===== src/rtl/prio_resp_return.sv =====
// ============================================================================
// Module   : prio_resp_return
// Purpose  : Routes two ALU result streams into four per-port 4-entry FIFOs
//            and returns one registered response per port per cycle.
//            Optional macro PRIO_RESP_OVERFLOW_CHK_EN adds a sticky drop flag.
// Revision : 1.0 - initial release
// ============================================================================
`default_nettype none

module prio_resp_return (
    input  logic        c_clk,
    input  logic        reset,
    input  logic        alu1_out_vld,
    input  logic [0:1]  alu1_out_req_id,
    input  logic [0:1]  alu1_out_resp,
    input  logic [0:31] alu1_out_data,
    input  logic        alu2_out_vld,
    input  logic [0:1]  alu2_out_req_id,
    input  logic [0:1]  alu2_out_resp,
    input  logic [0:31] alu2_out_data,
    output logic [0:1]  out_resp1,
    output logic [0:1]  out_resp2,
    output logic [0:1]  out_resp3,
    output logic [0:1]  out_resp4,
    output logic [0:31] out_data1,
    output logic [0:31] out_data2,
    output logic [0:31] out_data3,
    output logic [0:31] out_data4,
    output logic [0:3]  ret_port_full,
    output logic        ret_overflow_err
);

    localparam int C_NUM_PORTS = 4;

    logic [0:33] w_e1;
    logic [0:33] w_e2;

    assign w_e1 = {alu1_out_resp, alu1_out_data};
    assign w_e2 = {alu2_out_resp, alu2_out_data};

    for (genvar p = 0; p < C_NUM_PORTS; p++) begin : g_port
        logic        w_push1;
        logic        w_push2;
        logic        w_pop;
        logic        w_drop;
        logic        w_wr1;
        logic        w_wr2;
        logic [1:0]  w_nwr;
        logic [2:0]  w_count_nxt;
        logic [0:33] w_out_nxt;
        logic [0:33] r_mem [4];
        logic [1:0]  r_rd_ptr;
        logic [1:0]  r_wr_ptr;
        logic [2:0]  r_count;
        logic [0:33] r_out;
        logic        r_full;

        assign w_push1 = alu1_out_vld && (alu1_out_req_id == 2'(p));
        assign w_push2 = alu2_out_vld && (alu2_out_req_id == 2'(p));
        assign w_pop   = (r_count != 3'd0);
        // Only a full queue hit by both ALUs overflows, since it pops one too.
        assign w_drop  = (r_count == 3'd4) && w_push1 && w_push2;
        // An empty queue forwards the oldest new entry straight to the output.
        assign w_wr1   = w_pop && w_push1;
        assign w_wr2   = w_push2 && (w_pop ? !w_drop : w_push1);
        assign w_nwr   = {1'b0, w_wr1} + {1'b0, w_wr2};
        assign w_count_nxt = r_count + {1'b0, w_nwr} - {2'b00, w_pop};

        always_comb begin
            w_out_nxt = '0;
            if (w_pop) begin
                w_out_nxt = r_mem[r_rd_ptr];
            end else if (w_push1) begin
                w_out_nxt = w_e1;
            end else if (w_push2) begin
                w_out_nxt = w_e2;
            end
            if (w_out_nxt[0:1] == 2'b00) begin
                w_out_nxt[2:33] = '0;
            end
        end

        always_ff @(posedge c_clk) begin
            if (reset) begin
                if (w_wr1) begin
                    r_mem[r_wr_ptr] <= w_e1;
                end
                if (w_wr2) begin
                    r_mem[r_wr_ptr + {1'b0, w_wr1}] <= w_e2;
                end
            end
        end

        always_ff @(posedge c_clk) begin
            if (!reset) begin
                r_rd_ptr <= 2'd0;
                r_wr_ptr <= 2'd0;
                r_count  <= 3'd0;
                r_out    <= '0;
                r_full   <= 1'b0;
            end else begin
                r_rd_ptr <= r_rd_ptr + {1'b0, w_pop};
                r_wr_ptr <= r_wr_ptr + w_nwr;
                r_count  <= w_count_nxt;
                r_out    <= w_out_nxt;
                r_full   <= (w_count_nxt >= 3'd3);
            end
        end
    end

    assign out_resp1 = g_port[0].r_out[0:1];
    assign out_resp2 = g_port[1].r_out[0:1];
    assign out_resp3 = g_port[2].r_out[0:1];
    assign out_resp4 = g_port[3].r_out[0:1];
    assign out_data1 = g_port[0].r_out[2:33];
    assign out_data2 = g_port[1].r_out[2:33];
    assign out_data3 = g_port[2].r_out[2:33];
    assign out_data4 = g_port[3].r_out[2:33];

    assign ret_port_full = {g_port[0].r_full, g_port[1].r_full,
                            g_port[2].r_full, g_port[3].r_full};

`ifdef PRIO_RESP_OVERFLOW_CHK_EN
    logic r_ovf;

    always_ff @(posedge c_clk) begin
        if (!reset) begin
            r_ovf <= 1'b0;
        end else if (g_port[0].w_drop || g_port[1].w_drop ||
                     g_port[2].w_drop || g_port[3].w_drop) begin
            r_ovf <= 1'b1;
        end
    end

    assign ret_overflow_err = r_ovf;
`else
    assign ret_overflow_err = 1'b0;
`endif

endmodule

`default_nettype wire


===== config.mk =====
export PLATFORM = sky130hd
export DESIGN_NAME = prio_resp_return
export DESIGN_NICKNAME = d
export VERILOG_FILES = /design/src/rtl/prio_resp_return.sv
export SDC_FILE = /design/constraint.sdc
export NUM_CORES = 1
export LEC_CHECK = 0
export CAP_MARGIN = 20
export CORE_UTILIZATION = 40
export CTS_CLUSTER_DIAMETER = 120
export DETAILED_ROUTE_END_ITERATION = 8
export GPL_TIMING_DRIVEN = 0
export SYNTH_ARGS = -nofsm -noshare
export SYNTH_HDL_FRONTEND = slang
export SYNTH_SLANG_ARGS = --single-unit

===== constraint.sdc =====
create_clock -name c_clk -period 7.1 [get_ports c_clk]
set_clock_uncertainty 0.1 [all_clocks]
set_input_delay 1.42 -clock c_clk [delete_from_list [all_inputs] [get_ports c_clk]]
set_output_delay 1.42 -clock c_clk [all_outputs]
set_load 0.02 [all_outputs]

-- Word level (Yosys, flattened, before mapping)
Memory sizes are Yosys's and may differ from the RTL's. A register that Yosys moved wholly into a read port is not among the register bits.
Index checks and enable logic that the tools add are counted.
- reductions and logical operators: 42
- bitwise logic cells: 1
- order comparisons: 4
- equal/unequal tests: 10
- add/sub/neg operators: 24
- multiplexer cells: 44
- operator list (cell ; count):
    $mux W34 ; 12
    $mux W1 ; 28
    $logic_and A1 B1 Y1 ; 24
    $add A2 B1 Y2 ; 8
    $add A3 B2 Y3 ; 4
    $eq A3 B3 Y1 const B ; 4
    $ge A3 B2 Y1 const B ; 4
    $logic_not A2 Y1 ; 6
    $reduce_bool A3 Y1 ; 4
    $sub A3 B1 Y3 ; 4
    $add A1 B1 Y2 ; 4
    $add A2 B2 Y2 ; 4
    $eq A2 B2 Y1 const B ; 4
    $mux W2 ; 4
    $reduce_or A2 Y1 ; 4
    $eq A2 B1 Y1 const B ; 2
    $logic_not A1 Y1 ; 4
    $not A1 Y1 ; 1
- memories kept: 4
- input bits: 76
- logic and storage cells: 153
- register bits after elaboration: 168
- bits in writable memories: 544
- output and inout port bits: 141
- memory list (memory ; words ; width ; read ports ; clocked after memory_dff ; wr ports ; line ; source):
    g_port[0].r_mem ; 4 ; 34 ; 1 ; 1 ; 2 ; 51 ; logic [0:33] r_mem [4];
    g_port[1].r_mem ; 4 ; 34 ; 1 ; 1 ; 2 ; 51 ;
    g_port[2].r_mem ; 4 ; 34 ; 1 ; 1 ; 2 ; 51 ;
    g_port[3].r_mem ; 4 ; 34 ; 1 ; 1 ; 2 ; 51 ;

-- Longest topological paths before layout
Gate-level depths: netlist of run 1.
- depth after elaboration: 11
- mapped depth: 13
- depth with buffers taken out: 12

-- Worst setup path after synthesis of run 1
No wires, ideal clock.
- path kind: input port to flip-flop
- from: in reset
- to: mem g_port[3].r_mem[0][0] (netlist bit), enable pin
- slack: 1.613 ns
- data arrival time: 4.910 ns
- stages on the path: 5
- cell sequence: clkbuf_1 > buf_1 > clkbuf_1 > nand2_1 > o31ai_1
- RTL lines (item ; line ; source):
    from (decl) ; 12 ; input logic reset,
    to (decl) ; 51 ;

==> results of run 1 <==
layout make-up:
class | instances | share of cell area, %
antenna | 1 | 0.00613
buffer | 306 | 3.22
clock buffer | 115 | 5.88
clock inverter | 35 | 0.631
inverter | 41 | 0.377
multi-input combinational | 1270 | 33.3
sequential | 712 | 48.2
tap | 1144 | 3.51
timing repair buffer | 178 | 4.84
stage by stage:
| step | area (µm²) | cells | setup TNS (ns) |
|---|---|---|---|
| after global routing | 40800 | 3801 | 0 |
| after floorplan | 34700 | 2329 | 0 |
| after CTS | 40800 | 3798 | 0 |
| final | 40800 | 3802 | 0 |
| after global placement | 37600 | 3623 | -360.81 |
| after detailed placement | 38100 | 3648 | 0 |
state kept, by name, summed over array words and instances (netlist names):
name,flops
g_port.r_rd_ptr,8
g_port.r_mem,544
g_port.r_out,136
g_port.r_count,12
g_port.r_full,4
g_port.r_wr_ptr,8
cells by family after synthesis:
family                   after synthesis  share of synthesized area (%)
AO/OA/AOI/OAI                        309                           7.39
XOR/XNOR                              28                          0.751
adder cells (fa/ha/maj)               32                           1.24
buffers and inverters                347                           4.24
flip-flops                           712                           56.8
multiplexers                         680                           26.5
other                                  1                         0.0108
AND/OR/NAND/NOR                      220                           3.06
metal layers:
layer	global-route usage, %	vias to the layer above
met2	44.7	1283
met3	6.69	242
met1	34.5	12000
met4	10.3	2
met5	0	-
li1	-	9675
where the power goes:
part | switching [mW] | internal (mW)
clock | 1.76 | 2.44
combinational | 3.32 | 2.00
sequential | 0.137 | 4.93
total | 5.21 | 9.37
placed cells by master, fill, tap and decap left out, types with 12 or more instances in the layout:
| master | n |
|---|---|
| sky130_fd_sc_hd__buf_2 | 46 |
| sky130_fd_sc_hd__mux2_2 | 519 |
| sky130_fd_sc_hd__a211oi_1 | 128 |
| sky130_fd_sc_hd__xnor2_1 | 18 |
| sky130_fd_sc_hd__clkbuf_8 | 14 |
| sky130_fd_sc_hd__buf_12 | 12 |
| sky130_fd_sc_hd__buf_6 | 16 |
| sky130_fd_sc_hd__clkbuf_16 | 86 |
| sky130_fd_sc_hd__edfxtp_1 | 544 |
| sky130_fd_sc_hd__clkbuf_1 | 254 |
| sky130_fd_sc_hd__and2_1 | 31 |
| sky130_fd_sc_hd__dfxtp_1 | 168 |
| sky130_fd_sc_hd__clkdlybuf4s50_1 | 150 |
| sky130_fd_sc_hd__clkinv_2 | 16 |
| sky130_fd_sc_hd__inv_1 | 37 |
| sky130_fd_sc_hd__nor2_1 | 139 |
| sky130_fd_sc_hd__buf_4 | 13 |
| sky130_fd_sc_hd__mux2_1 | 25 |
| sky130_fd_sc_hd__ha_1 | 28 |
| sky130_fd_sc_hd__a221oi_1 | 128 |
| sky130_fd_sc_hd__mux4_2 | 136 |
path summary, 6_finish.rpt:
check,slack (ns),to
max,0.99,g_port[1].r_mem[0][14]$_DFFE_PP_
min,0.49,g_port[2].r_rd_ptr[0]$_SDFF_PN0_
max reg2reg,1.50,g_port[0].r_mem[3][13]$_DFFE_PP_
min reg2reg,0.49,g_port[2].r_rd_ptr[0]$_SDFF_PN0_
worst max-delay path, delay by kind of cell:
family | cells | cell delay, ns
AOI/OAI and AO/OA | 2 | 1.39
adders and majority gates | 1 | 0.25
buffers and inverters | 4 | 2.11
and+or+nand+nor | 4 | 1.09
==> metrics list, run 1 <==
- The run finished with clean final reports.
* Hold slack: slightly below 0.5 ns
* Top cells by instance count after synthesis: sky130_fd_sc_hd__edfxtp_1 (544), sky130_fd_sc_hd__mux2_2 (519), sky130_fd_sc_hd__clkbuf_1 (239), sky130_fd_sc_hd__dfxtp_1 (168), sky130_fd_sc_hd__nor2_1 (139)
* Leading post-synthesis cells by cell area: sky130_fd_sc_hd__edfxtp_1 (47%), sky130_fd_sc_hd__mux2_2 (17%), sky130_fd_sc_hd__dfxtp_1 (9.7%), sky130_fd_sc_hd__mux4_2 (8.8%), sky130_fd_sc_hd__a221oi_1 (3.2%)
- Number of distinct standard cells referenced by the synthesized netlist: 54
* Total Routing Usage GR: 27.2%
- Clk root buf: sky130_fd_sc_hd__clkbuf_16
* Initial antenna violation count: 4
- Routed length per placed instance: 31.5 µm
- At the placement stage, the worst setup path has a slack of just under 0.5 ns.
- Traced cell by cell, the critical path runs through clkdlybuf4s50_1, and3b_1, clkbuf_1, and2_1, ha_1, nand2b_1, or3_1, a21oi_2, buf_2, a21o_2, buf_12.
- The area growth from synthesis to layout is 17.8%.
- Row generation in the floorplan step produced between 100 and 150 rows.
- The worst hold path passes through 2 cells.
* Core outline area: 85500 µm²
- The final number of max-transition violations is 0.
- For this design, the CTS-stage hold fixing added 0 buffers.
- Power density over the cells: ~360 nW/µm²
- The worst hold path begins at g_port[2].r_rd_ptr[0]$_SDFF_PN0_.
- Number of nets in the final layout: 2698
* Final global-route overflow total: 0
* Vias in the first global route: approximately 23000
- Inserted Clock Buffers: 81
- Period Utilization, post-route: 86.0%
- Final Util: 47.7%
- The routed layout has ~23000 vias.
* Synthesized net count: 2437
- Delay contributed by the slowest stage of the critical path: 0.80 ns
* Number of search-and-repair iterations in the first detailed-routing pass: 8
* Post_cts resized: 0
* Final wirelength: 120 mm
- The first global-routing pass estimated 168 mm of wire.
- Along the worst path, the maximum fanout reaches 19.
- Setup repair after global routing left no endpoint under its margin.
- In this run, the number of DRC markers left after iteration 0 of detailed routing was 2791.
* Die ar.: 87900 µm²
- Highest metal used: met5
* Worst path required time: 7.32 ns
* Top-Level Pins: 217
* R2R cell count: 10
- Setup repair bufs after CTS: 0
- Endpoints failing setup: 0
- Top achievable clock speed: ~0.16 GHz
- For this run, design rule violations remaining after detail routing come to 0.
* Maximum VDD drop: 252 µV
- During placement, the flow inserted port buffers numbering 150.
* DP HPWL: 82.6 mm
* Flip-flop cell with the highest count after synthesis: sky130_fd_sc_hd__edfxtp_1
- Clock-pin slew was measured on the worst setup and hold paths at about 0.060 ns.
* Portion of the post-synthesis area used by sequential elements: between 50% and 60%
- Final critical-path setup slack: 0.994 ns
* Total number of H-tree levels: 3
* Crit path launch: alu1_out_req_id[1]
- In the routed layout, each cell is associated on average with a via count of 6.09.
- Starting Density: ~41%
* Worst skew pair latency: 0.63 ns
* Post-layout power: 14.6 mW
* Final period demand of the worst path: 6.11 ns
* Number of antenna-violating nets in the routed design: 0
- HP Class: reg -> reg
- Counting flops with a built-in enable in the synthesized netlist gives 544.
- The analysis attributes to cell leakage a power of 13.4 nW.
- Final number of hold-violating endpoints: 0
- Slowest cell on the critical path: sky130_fd_sc_hd__a21oi_2
- Maximum buffer depth of the clock tree: 3
- Area of the mapped netlist: about 35000 µm²
- sky130_fd_sc_hd__edfxtp_1 is the most common cell in the netlist.
* Share of the synthesized area in the top cell type: between 40% and 50%
- Largest net degree at the start of global routing: 20
* Routed length on met3: around 12 mm
* Number of filler cells placed in the layout: 7428
- Fraction of registers with async set/reset: 0%
- Area used by multi-input combinational logic: around 14000 µm²
- The cell count after synthesis came out at 2329.
* Pin slew with the least headroom to its limit: about 1.2 ns
- Chip height: 296 µm
- STA classifies the critical path endpoint as a flip-flop.
* Sink count of the clock tree: 712
- Registers take about 20000 µm².
- Share of cells above drive strength 1: 34.4%
- In the final routing, the length of wire on met1 measures around 46 mm.
* Launching element type of the critical path: primary input
- The worst register-to-register path begins at g_port[0].r_count[2]$_SDFF_PN0_.
- Averaged over all synthesized cells, the footprint is 14.9 µm².
- At the end of routability-driven placement, the weighted congestion stood at 0.887.
- Headroom to the max-slew limit came out at between 20% and 30%.
- CTS tree: done
- Data arrives at the worst endpoint at 6.33 ns.
- The worst setup path is of the in -> reg kind.
- Post-synthesis cell type with the largest combined area: sky130_fd_sc_hd__edfxtp_1
* Met2 wire len: between 50 and 60 mm
- Counting flops and latches in the post-synthesis netlist gives ~710.
- Horizontal die dimension: 296 µm
- The tool flagged a number of max-cap violations equal to 0.
- Total number of yosys warnings: 0
Power figures use the tool's default switching activity.
==> run 2, diff against run 1 <==
--- a/constraint.sdc
+++ b/constraint.sdc
@@ -3,3 +3,3 @@
 set_input_delay 1.42 -clock c_clk [delete_from_list [all_inputs] [get_ports c_clk]]
 set_output_delay 1.42 -clock c_clk [all_outputs]
-set_load 0.02 [all_outputs]
+set_load 0.1 [all_outputs]
==> results of run 2 <==
Same layout as run 1 (identical final DEF). Status: finished, final reports clean.
Main changes from that run: total power 14.6 mW -> 16.1 mW; worst IR drop on VDD 252 µV -> 334 µV
